**config.mk**
```make
export PLATFORM = sky130hd
export DESIGN_NAME = pipe_stall_ctrl_flat
export DESIGN_NICKNAME = d
export VERILOG_FILES = /design/src/rtl/pipe_stall_ctrl_if.sv /design/src/rtl/pipe_stall_ctrl.sv /design/src/flat_wrapper.sv
export SDC_FILE = /design/constraint.sdc
export NUM_CORES = 1
export LEC_CHECK = 0
export ABC_AREA = 1
export BUFFER_PORTS_ARGS = -buffer_cell sky130_fd_sc_hd__buf_2
export CORE_MARGIN = 5
export CORE_UTILIZATION = 61
export DETAILED_ROUTE_END_ITERATION = 10
export PLACE_DENSITY = 0.86
export SLEW_MARGIN = 15
export SYNTH_ARGS = -nofsm -noshare
export SYNTH_HDL_FRONTEND = slang
export SYNTH_SLANG_ARGS = --single-unit
```
**constraint.sdc**
```tcl
create_clock -name clk -period 4.45 [get_ports clk]
set_input_delay 0.2225 -clock clk [delete_from_list [all_inputs] [get_ports clk]]
set_output_delay 0.2225 -clock clk [all_outputs]
set_load 0.005 [all_outputs]
```
**src/rtl/pipe_stall_ctrl_if.sv**
```systemverilog
// Hazard/stall control bundle between the 5-stage pipeline (master) and the
// stall sequencer (slave), plus read-only debug visibility of the sequencer state.
interface pipe_stall_ctrl_if #(
   parameter int CW = 4
);
   // No valid/ready handshake here: every request is a level that its source keeps
   // asserted until the condition clears; every response is a same-cycle level,
   // except mdu_go/mdu_abort, which are single-cycle pulses.
   logic          load_depen;
   logic          mdu_req;
   logic          ex_redirect;
   logic          dmem_wait;
   logic          perf_clr;

   logic          wpcir;
   logic          bubble;
   logic          flush_ifid;
   logic          freeze;
   logic          mdu_go;
   logic          mdu_abort;
   logic          busy;
   logic [31:0]   stall_cnt;
   logic [31:0]   flush_cnt;

   logic          dbg_state;
   logic [CW-1:0] dbg_cnt;

   modport master (
      output load_depen, mdu_req, ex_redirect, dmem_wait, perf_clr,
      input  wpcir, bubble, flush_ifid, freeze, mdu_go, mdu_abort, busy,
      input  stall_cnt, flush_cnt, dbg_state, dbg_cnt
   );

   modport slave (
      input  load_depen, mdu_req, ex_redirect, dmem_wait, perf_clr,
      output wpcir, bubble, flush_ifid, freeze, mdu_go, mdu_abort, busy,
      output stall_cnt, flush_cnt, dbg_state, dbg_cnt
   );
endinterface

```
**src/rtl/pipe_stall_ctrl.sv**
```systemverilog
// Pipeline hazard sequencer: merges load-use, redirect, dmem wait and MDU latency
// into one stall/flush schedule, with stall and flush performance counters.
module pipe_stall_ctrl #(
   parameter int MDU_LAT = 4,
   parameter int CW      = 4
) (
   input  logic              clk,
   input  logic              clrn,
   pipe_stall_ctrl_if.slave  bus
);
   typedef enum logic [0:0] {
      ST_RUN = 1'b0,
      ST_MDU = 1'b1
   } state_e;

   state_e        state_q, state_d;
   logic [CW-1:0] cnt_q, cnt_d;
   logic [31:0]   stall_cnt_q, stall_cnt_d;
   logic [31:0]   flush_cnt_q, flush_cnt_d;

   logic wpcir, bubble, flush_ifid, freeze, mdu_go, mdu_abort, busy;

   always_comb begin
      state_d    = state_q;
      cnt_d      = cnt_q;
      wpcir      = 1'b1;
      bubble     = 1'b0;
      flush_ifid = 1'b0;
      freeze     = 1'b0;
      mdu_go     = 1'b0;
      mdu_abort  = 1'b0;
      busy       = 1'b0;
      // While reset is held the outputs are pinned to their idle values.
      if (clrn) begin
         case (state_q)
            ST_RUN: begin
               if (bus.dmem_wait) begin
                  freeze = 1'b1;
                  wpcir  = 1'b0;
               end else if (bus.ex_redirect) begin
                  flush_ifid = 1'b1;
                  bubble     = 1'b1;
               end else if (bus.mdu_req) begin
                  wpcir   = 1'b0;
                  bubble  = 1'b1;
                  mdu_go  = 1'b1;
                  cnt_d   = CW'(MDU_LAT - 1);
                  state_d = ST_MDU;
               end else if (bus.load_depen) begin
                  wpcir  = 1'b0;
                  bubble = 1'b1;
               end
            end
            ST_MDU: begin
               busy = 1'b1;
               if (bus.dmem_wait) begin
                  freeze = 1'b1;
                  wpcir  = 1'b0;
               end else if (bus.ex_redirect) begin
                  mdu_abort  = 1'b1;
                  flush_ifid = 1'b1;
                  bubble     = 1'b1;
                  cnt_d      = '0;
                  state_d    = ST_RUN;
               end else if (cnt_q > CW'(1)) begin
                  wpcir  = 1'b0;
                  bubble = 1'b1;
                  cnt_d  = cnt_q - CW'(1);
               end else begin
                  // Release cycle: the MDU op finally moves into EX.
                  cnt_d   = '0;
                  state_d = ST_RUN;
               end
            end
            default: state_d = ST_RUN;
         endcase
      end
   end

   always_comb begin
      stall_cnt_d = stall_cnt_q;
      flush_cnt_d = flush_cnt_q;
      if (bus.perf_clr) begin
         stall_cnt_d = '0;
         flush_cnt_d = '0;
      end else begin
         if (!wpcir && !freeze) stall_cnt_d = stall_cnt_q + 32'd1;
         if (flush_ifid)        flush_cnt_d = flush_cnt_q + 32'd1;
      end
   end

   always_ff @(posedge clk or negedge clrn) begin
      if (!clrn) begin
         state_q     <= ST_RUN;
         cnt_q       <= '0;
         stall_cnt_q <= '0;
         flush_cnt_q <= '0;
      end else begin
         state_q     <= state_d;
         cnt_q       <= cnt_d;
         stall_cnt_q <= stall_cnt_d;
         flush_cnt_q <= flush_cnt_d;
      end
   end

   assign bus.wpcir      = wpcir;
   assign bus.bubble     = bubble;
   assign bus.flush_ifid = flush_ifid;
   assign bus.freeze     = freeze;
   assign bus.mdu_go     = mdu_go;
   assign bus.mdu_abort  = mdu_abort;
   assign bus.busy       = busy;
   assign bus.stall_cnt  = stall_cnt_q;
   assign bus.flush_cnt  = flush_cnt_q;
   assign bus.dbg_state  = state_q;
   assign bus.dbg_cnt    = cnt_q;
endmodule

```
**src/flat_wrapper.sv**
```systemverilog
// flat-port wrapper written by rule: the top's interface ports become plain ports
module pipe_stall_ctrl_flat 
#(
   parameter int MDU_LAT = 4,
   parameter int CW      = 4
)
  (clk, clrn, bus_load_depen, bus_mdu_req, bus_ex_redirect, bus_dmem_wait, bus_perf_clr, bus_wpcir, bus_bubble, bus_flush_ifid, bus_freeze, bus_mdu_go, bus_mdu_abort, bus_busy, bus_stall_cnt, bus_flush_cnt, bus_dbg_state, bus_dbg_cnt);
  pipe_stall_ctrl_if #(.CW(CW)) bus_i ();
  input  logic clk;
  input  logic clrn;
  input wire logic [$bits(bus_i.load_depen)-1:0] bus_load_depen;
  input wire logic [$bits(bus_i.mdu_req)-1:0] bus_mdu_req;
  input wire logic [$bits(bus_i.ex_redirect)-1:0] bus_ex_redirect;
  input wire logic [$bits(bus_i.dmem_wait)-1:0] bus_dmem_wait;
  input wire logic [$bits(bus_i.perf_clr)-1:0] bus_perf_clr;
  output wire logic [$bits(bus_i.wpcir)-1:0] bus_wpcir;
  output wire logic [$bits(bus_i.bubble)-1:0] bus_bubble;
  output wire logic [$bits(bus_i.flush_ifid)-1:0] bus_flush_ifid;
  output wire logic [$bits(bus_i.freeze)-1:0] bus_freeze;
  output wire logic [$bits(bus_i.mdu_go)-1:0] bus_mdu_go;
  output wire logic [$bits(bus_i.mdu_abort)-1:0] bus_mdu_abort;
  output wire logic [$bits(bus_i.busy)-1:0] bus_busy;
  output wire logic [$bits(bus_i.stall_cnt)-1:0] bus_stall_cnt;
  output wire logic [$bits(bus_i.flush_cnt)-1:0] bus_flush_cnt;
  output wire logic [$bits(bus_i.dbg_state)-1:0] bus_dbg_state;
  output wire logic [$bits(bus_i.dbg_cnt)-1:0] bus_dbg_cnt;
  assign bus_i.load_depen = bus_load_depen;
  assign bus_i.mdu_req = bus_mdu_req;
  assign bus_i.ex_redirect = bus_ex_redirect;
  assign bus_i.dmem_wait = bus_dmem_wait;
  assign bus_i.perf_clr = bus_perf_clr;
  assign bus_wpcir = bus_i.wpcir;
  assign bus_bubble = bus_i.bubble;
  assign bus_flush_ifid = bus_i.flush_ifid;
  assign bus_freeze = bus_i.freeze;
  assign bus_mdu_go = bus_i.mdu_go;
  assign bus_mdu_abort = bus_i.mdu_abort;
  assign bus_busy = bus_i.busy;
  assign bus_stall_cnt = bus_i.stall_cnt;
  assign bus_flush_cnt = bus_i.flush_cnt;
  assign bus_dbg_state = bus_i.dbg_state;
  assign bus_dbg_cnt = bus_i.dbg_cnt;
  pipe_stall_ctrl #(.MDU_LAT(MDU_LAT), .CW(CW)) u_core (.clk(clk), .clrn(clrn), .bus(bus_i));
endmodule
```
==> impl_metrics.toml <==
[status]
outcome = "completed"

[worst_setup_path]
regToRegStartpoint = "u_core.bus.dbg_cnt[0]"
critPathMaxStageDelay_ns = 0.52
critical_path_launch_point_type = "primary input"
setup.worst_path.class = "primary input to register"
worst-r2r-setup-slack_ns = 2.19
cp.required_ns = 4.75
critical_path.slowest_cell = "sky130_fd_sc_hd__dlygate4sd3_1"
crit_path_end_kind = "register"
critical_path.reg2reg.endpoint = "u_core.bus.stall_cnt[21]"
timing.critical_path.fanout_max = 24
timing.critical_path.arrival_ns = 2.73
crit_path_cell_trace = "dlygate4sd3_1, buf_2, nand2_1, nor2_2, nand2_1, nor2_1, nand2_1, a21oi_1, o21a_1"
ff2ff_path_depth = 9
crit_top_cell = "sky130_fd_sc_hd__nand2_1"

[sta]
max_clock_freq_ghz = 0.411
slew_headroom_pct = 48.9
final_max_slew_viol_count = 0
hold_viol_final = 0
grt_setup_unrepaired = "no"
period_minus_slack_ns = 2.43
setup_total_negative_slack_ns = 0
clock_skew_ns = 0.0136
report.final.setup_viol = 0
worstMarginPinSlew_ns = 0.765
post-route-period-util_pct = 54.7

[pwr]
power.share.switching_pct = 30.5
seqPwrFrac_pct = 47.5
maximum_vdd_ir_drop_mv = 0.135
combinationalPowerShare_pct = 14.4
internal_power_mw = 0.998
leakage_nw = 2.73
report.power.total_mw = 1.44
clock_power_share_pct = 38.1
power_switching_mw = 0.437
power_density_over_the_cells_nw_per_um2 = 267

[global_route]
grt_pass1_wl_mm = 22.3
pin_count_of_the_biggest_net_entering_global_routing = 52
antenna_found_initial = 0
grt_overflow = 0
first_global_vias = 4781
global_route.usage.total_pct = 28.1

[clock_tree]
cts_tree = "yes"
cts_resized = 0
cts.sinks = 69
clkLatencyLatePin_ns = 0.36
cts.repair_timing.setup_buffer_count = 0
ctsRootBufferMaster = "sky130_fd_sc_hd__clkbuf_8"
cts_buffers = 9
cts.path.max_buffers = 2
ctsHtreeMaxLevel = 3
cts.hold.buffers_added = 1
clkSlewWorstSetupHoldPaths_ns = 0.09

[route]
post_drt_wl_per_cell_um = 14.0
route.detailed.drc = 0
detailedRoute.firstPassIterationCount = 5
routed_wirelength_mm = 13.1
postRouteAntennaNets = 0
dr_total_vias = 5103
first_iter_violations = 359
routed_via_density = 5.45

[cells_and_area]
finalNonFillerCells = 936
final_layout_size_suffix_gt1_share_pct = 14.5
areaGrowthSynthToFinish_pct = 14.7
layout.filler_cells = 675
layout.cells.most_common_list = "sky130_fd_sc_hd__nand2_1 (291), sky130_fd_sc_hd__nor2_1 (133), sky130_fd_sc_hd__buf_2 (82), sky130_fd_sc_hd__inv_1 (73), sky130_fd_sc_hd__dfrtp_1 (69)"
n_antenna_cell = 0
commonest_non_fill_non_tap_cell_in_the_layout = "sky130_fd_sc_hd__nand2_1"
design.final.nets = 840

[synth]
synth_top_family_by_area = "simple AND/OR/NAND/NOR gates"
synth-adder-area-share_pct = 1.07
number_of_enable_type_register_cells_in_the_synthesized_netlist = 0
synth.net_count = 759
synth_area_leaders = "sky130_fd_sc_hd__dfrtp_1 (37%), sky130_fd_sc_hd__nand2_1 (23%), sky130_fd_sc_hd__nor2_1 (11%)"
netlist-cell-type-count = 30
synth_simple_gate_area_share_pct = 48.3
mappedNetlistArea_um2 = 4690
synth_seq_cells = 69
synthMuxAreaShare_pct = 0
synthArstFlopShare_pct = 100
yosys.area_share.xor_xnor_pct = 2.43
synth_top_flop_cell = "sky130_fd_sc_hd__dfrtp_1"
syn_inst = 748
synth_compound_gate_area_share_pct = 3.36
yosysTopAreaCell = "sky130_fd_sc_hd__dfrtp_1"
syn-mean-instance-area_um2 = 6.27
synth_top_area_share_pct = 36.8
synth-seq-area-share_pct = 36.8
yosys_warnings = 0

[floorplan]
floorplan.core_area_um2 = 7610
top_level_ports = 83
design.die.area_um2 = 9550
horizontal_die_dimension_um = 97.7
die_h_um = 97.7
floorplan.initialDensity_pct = 61.7
placement_rows = 32

[flow_run]
max_cap_violations = 0

[place]
dp.final_hpwl_mm = 9.84
port_buffers = 82
inst_count_dp = 919
place_congestion = 0.985

[worst_hold_path]
holdCritPathClass = "primary input to register"
hp-start = "bus_perf_clr"
hold-path-cell-count = 2
worstHoldEndpoint = "u_core.bus.flush_cnt[6]"
-- kinds of logic (layout without fill, tap and decap cells) --
kind of cell / Yosys count / after routing
DFF: 69 / 69
xor gates and xnor gates: 13 / 13
buffers and inverters: 94 / 180
and+or+nand+nor: 539 / 539
AOI/OAI and AO/OA: 29 / 29
adders and majority gates: 4 / 4
-- critical path: cells and delay by family --
family                 cells  cell delay, ns
buffers and inverters      2            0.98
AOI/OAI and AO/OA          2            0.32
and+or+nand+nor            5            1.21
-- power by group through the flow --
stage / Clock (mW) / Sequential [mW] / Combinational, mW
after floorplan: 0 / 0.692 / 0.130
after global placement: 0 / 0.692 / 0.195
after detailed placement: 0 / 0.694 / 0.208
after CTS: 0.549 / 0.681 / 0.209
after global routing: 0.584 / 0.687 / 0.234
final: 0.548 / 0.682 / 0.206
-- through the flow --
stage / hold WS, ns / setup slack, ns / instance area (um2) / util, %
final: 0.177 / 2.02 / 5380 / 70.7
after global routing: 0.176 / 1.74 / 5380 / 70.7
after CTS: 0.165 / 1.99 / 5380 / 70.7
after detailed placement: 0.237 / 2.17 / 5160 / 67.9
after global placement: 0.217 / 2.28 / 5160 / 67.9
after floorplan: -0.0731 / 2.70 / 4690 / -
-- Yosys cell counts (2+ instances only) --
library cell               instances
sky130_fd_sc_hd__nand2_1         291
sky130_fd_sc_hd__nor2_1          133
sky130_fd_sc_hd__inv_1            74
sky130_fd_sc_hd__dfrtp_1          69
sky130_fd_sc_hd__nand3_1          50
sky130_fd_sc_hd__nand4_1          38
sky130_fd_sc_hd__o21ai_0          13
sky130_fd_sc_hd__xor2_1           13
sky130_fd_sc_hd__a21oi_1          10
sky130_fd_sc_hd__nor3_1            9
sky130_fd_sc_hd__buf_2             7
sky130_fd_sc_hd__clkbuf_1          5
sky130_fd_sc_hd__ha_1              4
sky130_fd_sc_hd__inv_2             4
sky130_fd_sc_hd__nand2_4           4
sky130_fd_sc_hd__nor2_2            4
sky130_fd_sc_hd__or2_2             4
sky130_fd_sc_hd__buf_6             2
sky130_fd_sc_hd__nand2_2           2
sky130_fd_sc_hd__o22ai_1           2
-- cell type report --
class                   instances  area, um2  area share (%)
clock buffers                  10        138            2.56
clock inverters                 6       68.8            1.28
inverters                      79        297            5.51
multi-input cells             585       2590            48.1
flip-flops and latches         69       1730            32.1
well taps                     102        128            2.37
repair buffers                 85        435            8.09
-- worst max-delay path by stage --
| stage | slack, ns | startpoint | depth (start not counted) | end |
|---|---|---|---|---|
| after detailed placement | 2.17 | clrn | 8 | u_core.bus.flush_cnt[7] |
| after floorplan | 2.70 | u_core.bus.dbg_cnt[0] | 12 | u_core.bus.stall_cnt[29] |
| after global placement | 2.28 | bus_perf_clr | 9 | u_core.bus.flush_cnt[12] |
| after global routing | 1.74 | clrn | 9 | u_core.bus.flush_cnt[7] |
| after CTS | 1.99 | clrn | 9 | u_core.bus.flush_cnt[7] |
| final | 2.02 | clrn | 9 | u_core.bus.flush_cnt[7] |
-- routing by layer --
layer / up-vias / global-route usage (%) / part of all wire, %
met1: 2364 / 34.5 / 42
met5: - / 0 / 0
met2: 180 / 49.2 / 50
met4: 0 / 9.58 / 2.3
li1: 2526 / - / -
met3: 33 / 5.96 / 6.6
-- registers in the layout, indices dropped and copies added (netlist names) --
register              cells
u_core.bus.flush_cnt     32
u_core.bus.stall_cnt     32
u_core.bus.dbg_cnt        4
u_core.bus.dbg_state      1
Note: power is estimated with default switching activity, not from simulation.
